## src/rtl/br_issue_sched.sv

```systemverilog
// Branch reservation station: buffers branch/jump micro-ops, wakes operands off the CDB,
// and issues the oldest ready entry per cycle into a registered issue stage.
module br_issue_sched #(
    parameter int ENTRIES = 4,
    parameter int TAG_W   = 6,
    parameter int DATA_W  = 32,
    parameter int PC_W    = 32,
    parameter int OPSEL_W = 4
) (
    input  logic                        clk,
    input  logic                        rst_n,
    input  logic                        i_flush,
    input  logic                        i_dis_vld,
    output logic                        o_dis_rdy,
    input  logic                        i_dis_is_jal,
    input  logic                        i_dis_is_jalr,
    input  logic [OPSEL_W-1:0]          i_dis_op_sel,
    input  logic                        i_dis_rs1_rdy,
    input  logic                        i_dis_rs2_rdy,
    input  logic [TAG_W-1:0]            i_dis_rs1_tag,
    input  logic [TAG_W-1:0]            i_dis_rs2_tag,
    input  logic [DATA_W-1:0]           i_dis_rs1,
    input  logic [DATA_W-1:0]           i_dis_rs2,
    input  logic [PC_W-1:0]             i_dis_pc,
    input  logic [DATA_W-1:0]           i_dis_imm,
    input  logic [PC_W-1:0]             i_dis_pred_jmpaddr,
    input  logic                        i_cdb_vld,
    input  logic [TAG_W-1:0]            i_cdb_tag,
    input  logic [DATA_W-1:0]           i_cdb_data,
    output logic                        o_is_vld,
    output logic                        o_is_jal,
    output logic                        o_is_jalr,
    output logic [OPSEL_W-1:0]          o_is_op_sel,
    output logic [DATA_W-1:0]           o_is_rs1,
    output logic [DATA_W-1:0]           o_is_rs2,
    output logic [PC_W-1:0]             o_is_pc,
    output logic [DATA_W-1:0]           o_is_imm,
    output logic [PC_W-1:0]             o_is_pred_jmpaddr,
    output logic [$clog2(ENTRIES):0]    o_cnt
);

    localparam int IDX_W = (ENTRIES > 1) ? $clog2(ENTRIES) : 1;
    localparam int CNT_W = $clog2(ENTRIES) + 1;

    // Station entries
    logic [ENTRIES-1:0] r_vld;
    logic [ENTRIES-1:0] r_rs1_rdy;
    logic [ENTRIES-1:0] r_rs2_rdy;
    logic [ENTRIES-1:0] r_jal;
    logic [ENTRIES-1:0] r_jalr;
    logic [TAG_W-1:0]   r_rs1_tag [ENTRIES];
    logic [TAG_W-1:0]   r_rs2_tag [ENTRIES];
    logic [DATA_W-1:0]  r_rs1_val [ENTRIES];
    logic [DATA_W-1:0]  r_rs2_val [ENTRIES];
    logic [OPSEL_W-1:0] r_op_sel  [ENTRIES];
    logic [PC_W-1:0]    r_pc      [ENTRIES];
    logic [DATA_W-1:0]  r_imm     [ENTRIES];
    logic [PC_W-1:0]    r_pred    [ENTRIES];
    // r_age[i][j] set means entry i is older than entry j
    logic [ENTRIES-1:0] r_age     [ENTRIES];
    logic [CNT_W-1:0]   r_cnt;

    // Issue stage registers
    logic               r_is_vld_p1;
    logic               r_is_jal_p1;
    logic               r_is_jalr_p1;
    logic [OPSEL_W-1:0] r_is_op_sel_p1;
    logic [DATA_W-1:0]  r_is_rs1_p1;
    logic [DATA_W-1:0]  r_is_rs2_p1;
    logic [PC_W-1:0]    r_is_pc_p1;
    logic [DATA_W-1:0]  r_is_imm_p1;
    logic [PC_W-1:0]    r_is_pred_p1;

    logic [ENTRIES-1:0] w_cand;
    logic [ENTRIES-1:0] w_blocked;
    logic [ENTRIES-1:0] w_sel_oh;
    logic [IDX_W-1:0]   w_sel_idx;
    logic               w_sel_found;
    logic [IDX_W-1:0]   w_free_idx;
    logic [ENTRIES-1:0] w_dis_oh;
    logic               w_dis_fire;
    logic               w_dis_rs1_hit;
    logic               w_dis_rs2_hit;
    logic               w_cdb_live;

    assign o_dis_rdy  = (r_cnt != CNT_W'(ENTRIES));
    assign w_dis_fire = i_dis_vld && o_dis_rdy && !i_flush;
    assign w_cdb_live = i_cdb_vld && !i_flush;

    assign w_dis_rs1_hit = !i_dis_rs1_rdy && w_cdb_live && (i_cdb_tag == i_dis_rs1_tag);
    assign w_dis_rs2_hit = !i_dis_rs2_rdy && w_cdb_live && (i_cdb_tag == i_dis_rs2_tag);

    assign w_cand = r_vld & r_rs1_rdy & r_rs2_rdy;

    // An entry is blocked when any older entry is also a candidate
    always_comb begin
        w_blocked = '0;
        for (int i = 0; i < ENTRIES; i++) begin
            for (int j = 0; j < ENTRIES; j++) begin
                if (r_age[j][i] && w_cand[j]) begin
                    w_blocked[i] = 1'b1;
                end
            end
        end
    end

    always_comb begin
        w_sel_oh  = w_cand & ~w_blocked;
        w_sel_idx = '0;
        for (int i = 0; i < ENTRIES; i++) begin
            if (w_sel_oh[i]) begin
                w_sel_idx = IDX_W'(i);
            end
        end
        w_sel_found = |w_sel_oh;
    end

    // Descending scan so the lowest free index wins
    always_comb begin
        w_free_idx = '0;
        for (int i = ENTRIES - 1; i >= 0; i--) begin
            if (!r_vld[i]) begin
                w_free_idx = IDX_W'(i);
            end
        end
        w_dis_oh = {{(ENTRIES-1){1'b0}}, 1'b1} << w_free_idx;
    end

    always_ff @(posedge clk) begin
        if (!rst_n || i_flush) begin
            r_vld       <= '0;
            r_cnt       <= '0;
            r_is_vld_p1 <= 1'b0;
        end else begin
            r_vld       <= (r_vld & ~w_sel_oh) | (w_dis_fire ? w_dis_oh : '0);
            r_is_vld_p1 <= w_sel_found;
            case ({w_dis_fire, w_sel_found})
                2'b10:   r_cnt <= r_cnt + CNT_W'(1);
                2'b01:   r_cnt <= r_cnt - CNT_W'(1);
                default: r_cnt <= r_cnt;
            endcase
        end
    end

    // Entry payload, wakeup and age tracking; validity is gated by r_vld
    always_ff @(posedge clk) begin
        for (int i = 0; i < ENTRIES; i++) begin
            if (w_dis_fire && (w_free_idx == IDX_W'(i))) begin
                r_rs1_rdy[i] <= i_dis_rs1_rdy || w_dis_rs1_hit;
                r_rs2_rdy[i] <= i_dis_rs2_rdy || w_dis_rs2_hit;
                r_rs1_tag[i] <= i_dis_rs1_tag;
                r_rs2_tag[i] <= i_dis_rs2_tag;
                r_rs1_val[i] <= w_dis_rs1_hit ? i_cdb_data : i_dis_rs1;
                r_rs2_val[i] <= w_dis_rs2_hit ? i_cdb_data : i_dis_rs2;
                r_jal[i]     <= i_dis_is_jal;
                r_jalr[i]    <= i_dis_is_jalr;
                r_op_sel[i]  <= i_dis_op_sel;
                r_pc[i]      <= i_dis_pc;
                r_imm[i]     <= i_dis_imm;
                r_pred[i]    <= i_dis_pred_jmpaddr;
                r_age[i]     <= '0;
            end else begin
                if (r_vld[i] && !r_rs1_rdy[i] && w_cdb_live && (i_cdb_tag == r_rs1_tag[i])) begin
                    r_rs1_rdy[i] <= 1'b1;
                    r_rs1_val[i] <= i_cdb_data;
                end
                if (r_vld[i] && !r_rs2_rdy[i] && w_cdb_live && (i_cdb_tag == r_rs2_tag[i])) begin
                    r_rs2_rdy[i] <= 1'b1;
                    r_rs2_val[i] <= i_cdb_data;
                end
                if (w_dis_fire && r_vld[i]) begin
                    r_age[i][w_free_idx] <= 1'b1;
                end
            end
        end
    end

    // Issue stage boundary
    always_ff @(posedge clk) begin
        if (!rst_n) begin
            r_is_jal_p1    <= 1'b0;
            r_is_jalr_p1   <= 1'b0;
            r_is_op_sel_p1 <= '0;
            r_is_rs1_p1    <= '0;
            r_is_rs2_p1    <= '0;
            r_is_pc_p1     <= '0;
            r_is_imm_p1    <= '0;
            r_is_pred_p1   <= '0;
        end else if (w_sel_found && !i_flush) begin
            r_is_jal_p1    <= r_jal[w_sel_idx];
            r_is_jalr_p1   <= r_jalr[w_sel_idx];
            r_is_op_sel_p1 <= r_op_sel[w_sel_idx];
            r_is_rs1_p1    <= r_rs1_val[w_sel_idx];
            r_is_rs2_p1    <= r_rs2_val[w_sel_idx];
            r_is_pc_p1     <= r_pc[w_sel_idx];
            r_is_imm_p1    <= r_imm[w_sel_idx];
            r_is_pred_p1   <= r_pred[w_sel_idx];
        end
    end

    assign o_is_vld          = r_is_vld_p1;
    assign o_is_jal          = r_is_jal_p1;
    assign o_is_jalr         = r_is_jalr_p1;
    assign o_is_op_sel       = r_is_op_sel_p1;
    assign o_is_rs1          = r_is_rs1_p1;
    assign o_is_rs2          = r_is_rs2_p1;
    assign o_is_pc           = r_is_pc_p1;
    assign o_is_imm          = r_is_imm_p1;
    assign o_is_pred_jmpaddr = r_is_pred_p1;
    assign o_cnt             = r_cnt;

endmodule

```

## config.mk

```make
export PLATFORM = sky130hd
export DESIGN_NAME = br_issue_sched
export DESIGN_NICKNAME = d
export VERILOG_FILES = /design/src/rtl/br_issue_sched.sv
export SDC_FILE = /design/constraint.sdc
export NUM_CORES = 1
export LEC_CHECK = 0
export CAP_MARGIN = 20
export CORE_ASPECT_RATIO = 0.9
export CORE_MARGIN = 2
export CORE_UTILIZATION = 30
export CTS_CLUSTER_SIZE = 40
export DETAILED_ROUTE_END_ITERATION = 7
export PLACE_DENSITY = 0.46
export SETUP_SLACK_MARGIN = 0.05
export SYNTH_ARGS = -nofsm -noshare
export SYNTH_HDL_FRONTEND = slang
export SYNTH_SLANG_ARGS = --single-unit
```

## constraint.sdc

```tcl
create_clock -name clk -period 17.2 [get_ports clk]
set_input_delay 4.3 -clock clk [delete_from_list [all_inputs] [get_ports clk]]
set_output_delay 4.3 -clock clk [all_outputs]
set_load 0.05 [all_outputs]
```

# Word-level counts from Yosys, hierarchy flattened
# Memory sizes are Yosys's and may differ from the RTL's. A register that Yosys moved wholly into a read port is not among the register bits.
# Cells that the tools add are included.
# word_totals
ramBits	720
elab_cells	361
mem_count	9
reg_bits	26
# classes
bitwise	31
n_reduce_logical	107
order_cmp	3
muxes	171
shift	1
n_addsub	2
eq_ne	16
# mem_list
name	depth	width	read_ports	rd_clocked_by_memory_dff	write_ports	line	rtl
r_imm	4	32	1	1	1	57	logic [DATA_W-1:0] r_imm [ENTRIES];
r_pc	4	32	1	1	1	56	logic [PC_W-1:0] r_pc [ENTRIES];
r_pred	4	32	1	1	1	58	logic [PC_W-1:0] r_pred [ENTRIES];
r_rs1_val	4	32	1	1	4	53	logic [DATA_W-1:0] r_rs1_val [ENTRIES];
r_rs2_val	4	32	1	1	4	54	logic [DATA_W-1:0] r_rs2_val [ENTRIES];
r_rs1_tag	4	6	4	0	1	51	logic [TAG_W-1:0] r_rs1_tag [ENTRIES];
3 more memories	--	--	--	--	--	--	
# op_table
op	n
$mux W32	19
$reduce_or A32 Y1	9
$mux W1	110
$eq A6 B6 Y1	10
$logic_and A1 B1 Y1	57
$mux W2	24
$mux W6	6
$reduce_or A6 Y1	6
$mux W4	8
$or A1 B1 Y1	24
$logic_not A1 Y1	18
$reduce_bool A2 Y1	9
$and A4 B4 Y4	4
$reduce_or A4 Y1	4
$not A4 Y4	2
$eq A2 B2 Y1 const B	3
$lt A2 B3 Y1 const B	2
$pmux W3 S2	1
$bmux W1 S2	2
$eq A2 B1 Y1 const B	2
$or A4 B4 Y4	1
$shl A1 B2 Y4 const A	1
$add A3 B1 Y3 const B	1
$logic_or A1 B1 Y1	3
other kinds (5)	5

# Longest topological paths before layout
# depth
word_depth	14
ltp_mapped	13
ltp_nobuf	9

# Worst setup path after synthesis
# OpenSTA, ideal clock, no wires.
# synth_timing
kind	in2reg
from	in i_flush
to	reg r_rs1_rdy[3], enable pin
t_arrival_ps	8251
stages	5
path_slack_ps	8574
setup_ps	375
cell_sequence	nand3b_2 -> or4_1 -> clkbuf_1 -> inv_1 -> or2_2
# synth_via
elab_chain_len	5
elab_cells_between_ends	7
cone_classes	reduce/logical: 7
# synth_lines
item	line	rtl
from (decl)	12	input logic i_flush,
$logic_not A1 Y1 (*)	87, 88	
$logic_and A1 B1 Y1	88	assign w_cdb_live = i_cdb_vld && !i_flush;
$logic_and A1 B1 Y1 (2 in a row)	163	if (r_vld[i] && !r_rs1_rdy[i] && w_cdb_live && (i_cdb_tag == r_rs1_tag[i])) begin
$reduce_bool A2 Y1 (no source line) (*)	--	
to (signal, indexed assignment)	149	r_rs1_rdy[i] <= i_dis_rs1_rdy || w_dis_rs1_hit;
to (decl)	47	logic [ENTRIES-1:0] r_rs1_rdy;
# Every way passes the cells marked *; elsewhere a longest branch is shown, timed or not.
# A chain may end at the register's enable or synchronous reset.

==> impl_results.html <==
<table>
<tr><th>Metric</th><th>Value</th></tr>
<tr><th colspan="2">Clocking</th></tr>
<tr><td>Library cell used as clock root buffer</td><td>sky130_fd_sc_hd__clkbuf_16</td></tr>
<tr><td>Hold_buf cts</td><td>0</td></tr>
<tr><td>Reg clk slew, reported paths</td><td>0.06 ns</td></tr>
<tr><td>Clock tree from TritonCTS</td><td>done</td></tr>
<tr><td>PostCTS Resize Cnt</td><td>0</td></tr>
<tr><td>Maximum level of the CTS H-tree</td><td>3</td></tr>
<tr><td>Buffers from clock root to sink, at most</td><td>3</td></tr>
<tr><td>Total setup buffers inserted after CTS</td><td>0</td></tr>
<tr><td>Sinks on Clock Net</td><td>910</td></tr>
<tr><td>Clock insertion delay at the later pin of the skew report</td><td>0.69 ns</td></tr>
<tr><td>Number of CTS-inserted buffers</td><td>101</td></tr>
<tr><th colspan="2">Synth</th></tr>
<tr><td>Largest cells by area after synthesis</td><td>sky130_fd_sc_hd__edfxtp_1 (60%), sky130_fd_sc_hd__dfxtp_1 (9.7%), sky130_fd_sc_hd__mux2_2 (6.9%)</td></tr>
<tr><td>Synthesized netlist cell count</td><td>2741</td></tr>
<tr><td>Sequential element share of the synthesized area</td><td>69.43%</td></tr>
<tr><td>Proportion of netlist area held by the largest area contributor</td><td>59.74%</td></tr>
<tr><td>Post-synthesis register bit count</td><td>910</td></tr>
<tr><td>Yosys top cell by area</td><td>sky130_fd_sc_hd__edfxtp_1</td></tr>
<tr><td>Distinct cells, synth</td><td>49</td></tr>
<tr><td>Synth warn</td><td>0</td></tr>
<tr><td>Per-instance average area after synthesis</td><td>13.42 sq um</td></tr>
<tr><td>Synthesized cell area</td><td>around 37000 sq um</td></tr>
<tr><th colspan="2">Timing</th></tr>
<tr><td>Setup repair after global routing missed its margin</td><td>false</td></tr>
<tr><td>Worst slew pin tran</td><td>1.424 ns</td></tr>
<tr><td>Setup-failing EPs final</td><td>0</td></tr>
<tr><td>Minimum clock period after layout</td><td>~7.3 ns</td></tr>
<tr><td>Summed negative setup slack over all endpoints</td><td>0 ns</td></tr>
<tr><td>Hold Slack</td><td>0.4606 ns</td></tr>
<tr><td>Count of pins over their slew limit</td><td>0</td></tr>
<tr><td>Headroom to the max-slew limit</td><td>5.098%</td></tr>
<tr><td>Final Hold Violating Endpoints</td><td>0</td></tr>
<tr><td>Highest Clock Rate</td><td>137.3 MHz</td></tr>
<tr><td>Worst Setup Slack, final</td><td>approximately 9.9 ns</td></tr>
<tr><td>Worst-case clock skew</td><td>0.04168 ns</td></tr>
<tr><td>Portion of the clock cycle consumed by the worst path in the final layout</td><td>42.35%</td></tr>
<tr><th colspan="2">Floorplan</th></tr>
<tr><td>Die boundary height</td><td>~340 um</td></tr>
<tr><td>Die Area</td><td>approximately 130000 sq um</td></tr>
<tr><td>Site row count</td><td>121</td></tr>
<tr><td>Die X-Extent</td><td>373.1 um</td></tr>
<tr><td>Core area</td><td>121300 sq um</td></tr>
<tr><td>Starting Density</td><td>30.34%</td></tr>
<tr><td>Ports</td><td>394</td></tr>
<tr><th colspan="2">Min path</th></tr>
<tr><td>Hold WC Path Type</td><td>reg -&gt; reg</td></tr>
<tr><td>Endpoint of the worst hold path</td><td>r_age[2][2]$_DFF_P_</td></tr>
<tr><td>Worst Hold Launch</td><td>r_age[2][2]$_DFF_P_</td></tr>
<tr><td>Instance count along the most critical hold path</td><td>1</td></tr>
<tr><th colspan="2">Final layout</th></tr>
<tr><td>Most frequent standard cell in the layout excluding fill and tap cells</td><td>sky130_fd_sc_hd__edfxtp_1</td></tr>
<tr><td>Area grow syn2layout</td><td>24.18%</td></tr>
<tr><td>Post-layout instance count excluding filler cells</td><td>roughly 4800</td></tr>
<tr><td>Fraction of layout instances using a drive strength above 1</td><td>18.19%</td></tr>
<tr><td>Most frequent cells in the layout</td><td>sky130_fd_sc_hd__edfxtp_1 (732), sky130_fd_sc_hd__nand2_1 (526), sky130_fd_sc_hd__clkdlybuf4s50_1 (392)</td></tr>
<tr><td>Total number of nets in the final design</td><td>3295</td></tr>
<tr><th colspan="2">Setup path</th></tr>
<tr><td>Setup slack of the worst register-to-register path</td><td>13.31 ns</td></tr>
<tr><td>Critical path's slowest cell</td><td>sky130_fd_sc_hd__or2_2</td></tr>
<tr><td>Critical setup path kind</td><td>in -&gt; reg</td></tr>
<tr><td>CP Capture Type</td><td>flip-flop</td></tr>
<tr><td>Crit-path cells</td><td>clkdlybuf4s50_1 &gt; nand3b_2 &gt; or4_1 &gt; inv_6 &gt; or2_2</td></tr>
<tr><td>Largest delay share family, worst path</td><td>simple AND/OR/NAND/NOR gates</td></tr>
<tr><td>Critical register-to-register path endpoint</td><td>o_is_imm[11]$_SDFFE_PN0P_</td></tr>
<tr><td>Crit path largest cell delay</td><td>between 0.9 and 1 ns</td></tr>
<tr><td>Largest driver fanout on the critical path</td><td>71</td></tr>
<tr><td>Required @ worst endpoint</td><td>around 17 ns</td></tr>
<tr><td>Reg-to-Reg Start</td><td>r_vld[3]$_SDFF_PP0_</td></tr>
<tr><td>Arrival time worst endpoint</td><td>7.57 ns</td></tr>
<tr><td>Startpoint kind of the worst setup timing path</td><td>input port</td></tr>
<tr><td>Worst Reg-to-Reg Cells</td><td>8</td></tr>
<tr><td>Combined buffer and inverter count along the critical path</td><td>2</td></tr>
<tr><th colspan="2">Global route</th></tr>
<tr><td>Global-route wire length before repair</td><td>164500 um</td></tr>
<tr><td>Number of global-route vias before repair</td><td>24601</td></tr>
<tr><td>Global-route total usage across every layer</td><td>17.61%</td></tr>
<tr><td>Antenna violations before repair</td><td>16</td></tr>
<tr><td>Aggregate global routing overflow</td><td>0</td></tr>
<tr><td>Pin count of the biggest net entering global routing</td><td>222</td></tr>
<tr><th colspan="2">Place</th></tr>
<tr><td>Worst slack after detailed placement</td><td>9.097 ns</td></tr>
<tr><td>Final estimated routing congestion in global placement</td><td>0.7633</td></tr>
<tr><td>Number of placed cells counting well taps</td><td>4564</td></tr>
<tr><td>Port Buffers</td><td>393</td></tr>
<tr><td>Post-DP HPWL</td><td>62860 um</td></tr>
<tr><th colspan="2">Route</th></tr>
<tr><td>Total number of vias</td><td>23876</td></tr>
<tr><td>Routed wire length per instance</td><td>23.82 um</td></tr>
<tr><td>Count of antenna-violating nets left after detailed routing</td><td>0</td></tr>
<tr><td>Detailed-router iteration count before antenna repair</td><td>7</td></tr>
<tr><td>Iteration-0 DRC count of the detailed router</td><td>1632</td></tr>
<tr><td>Total wire length after detailed routing</td><td>about 110000 um</td></tr>
<tr><td>DRC violations left</td><td>0</td></tr>
<tr><td>Ratio of routed vias to standard cells</td><td>roughly 5</td></tr>
<tr><th colspan="2">Pwr</th></tr>
<tr><td>Leakage power</td><td>15.04 nW</td></tr>
<tr><td>Pwr dens</td><td>105.4 nW/um^2</td></tr>
<tr><td>Peak supply drop</td><td>0.00006485 V</td></tr>
<tr><th colspan="2">Status</th></tr>
<tr><td>Status</td><td>finished clean</td></tr>
<tr><th colspan="2">Run</th></tr>
<tr><td>Max-capacitance violation count</td><td>0</td></tr>
</table>
-- flip-flops by register name (all words and copies together) (netlist names), 3 cells and up --
signal and cells:
r_rs1_tag 24, r_pc 128, r_imm 128, r_rs1_val 128
o_cnt 3, r_op_sel 16, r_rs2_val 128, r_rs1_rdy 4
o_is_imm 32, o_is_rs2 32, o_is_rs1 32, r_rs2_rdy 4
o_is_op_sel 4, o_is_pc 32, r_pred 128, r_jalr 4
o_is_pred_jmpaddr 32, r_rs2_tag 24, r_jal 4, r_vld 4
r_age 16
-- where the power goes --
group | switching, mW | total [mW] | internal, mW
Clock | 0.899 | 2.21 | 1.31
Combinational | 0.101 | 0.198 | 0.0972
Sequential | 0.00785 | 2.41 | 2.40
Total | 1.01 | 4.82 | 3.81
-- worst reg2reg max path: stages, from the launching register on --
cell and delay, ns:
sky130_fd_sc_hd__dfxtp_1 0.63, sky130_fd_sc_hd__and4b_1 0.29, sky130_fd_sc_hd__nand4_1 0.33, sky130_fd_sc_hd__a41oi_4 0.32
sky130_fd_sc_hd__buf_12 0.46, sky130_fd_sc_hd__buf_4 1.04, sky130_fd_sc_hd__buf_16 0.33, sky130_fd_sc_hd__o21ai_0 0.20
sky130_fd_sc_hd__a31oi_1 0.21
-- area by class of cell --
class,count,area (sq um)
well taps,1599,2001
flip-flops and latches,910,25540
clock inverters,41,549.3
diodes,2,5.005
repair buffers,425,4278
inverters,16,80.08
fillers,11488,75580
clock buffers,147,2860
multi-input cells,1616,10370
-- logic make-up (layout without fill, tap and decap cells) --
family / after synthesis / in the layout / share of synthesized area (%)
buffers and inverters: 217 / 629 / 2.608
adder cells (fa/ha/maj): 2 / 2 / 0.08842
multiplexers: 256 / 256 / 7.835
other: 1 / 5 / 0.01019
AO/OA/AOI/OAI: 679 / 679 / 11.61
AND/OR/NAND/NOR: 614 / 614 / 6.938
XOR/XNOR: 62 / 62 / 1.476
flip-flops: 910 / 910 / 69.43
-- through the flow --
| stage | area (sq um) | utilization (%) | total power, mW |
|---|---|---|---|
| after floorplan | 36800 | - | 2.544 |
| after global placement | 42200 | 34.80 | 2.652 |
| after detailed placement | 42220 | 34.82 | 2.658 |
| after CTS | 45630 | 37.63 | 4.882 |
| after global routing | 45680 | 37.67 | 4.979 |
| final | 45690 | 37.68 | 4.817 |
-- synthesized netlist by cell type, drive strengths merged --
library cell    n
a21o            1
a21oi           9
a221oi          1
a22o            2
a31o          165
a31oi         165
a41oi           1
and2            6
and4            2
and4b           4
buf            96
clkbuf        105
conb            1
dfxtp         178
edfxtp        732
fa              1
ha              1
inv            16
mux2          256
nand2         527
nand2b          1
nand3           4
nand3b          3
nand4          25
nor2           14
nor2b           2
nor4            9
o2111ai         1
o21ai         333
o31a            1
or2            11
or3             2
or3b            2
or4             2
xnor2          58
xor2            4
-- layer usage --
metal	up-vias	GRT usage, %	part of all wire [%]
met2	554	30.22	49
met1	12185	22.93	44
li1	10955	-	-
met3	160	3.621	4.8
met5	-	0	0.13
met4	22	3.806	1.7
-- how the worst max path moves through the flow --
stage / endpoint / from / cells after the start
3_5_place_dp: r_rs1_val[3][13]$_DFFE_PP_ / i_flush / 5
2_1_floorplan: r_rs1_rdy[3]$_SDFFCE_PN1P_ / i_flush / 5
3_3_place_gp: r_rs1_val[3][13]$_DFFE_PP_ / i_flush / 5
6_report: r_rs1_val[3][22]$_DFFE_PP_ / i_flush / 5
4_1_cts: r_rs1_val[3][22]$_DFFE_PP_ / i_flush / 5
5_1_grt: r_rs1_val[3][22]$_DFFE_PP_ / i_flush / 5
Power figures use the tool's default switching activity.
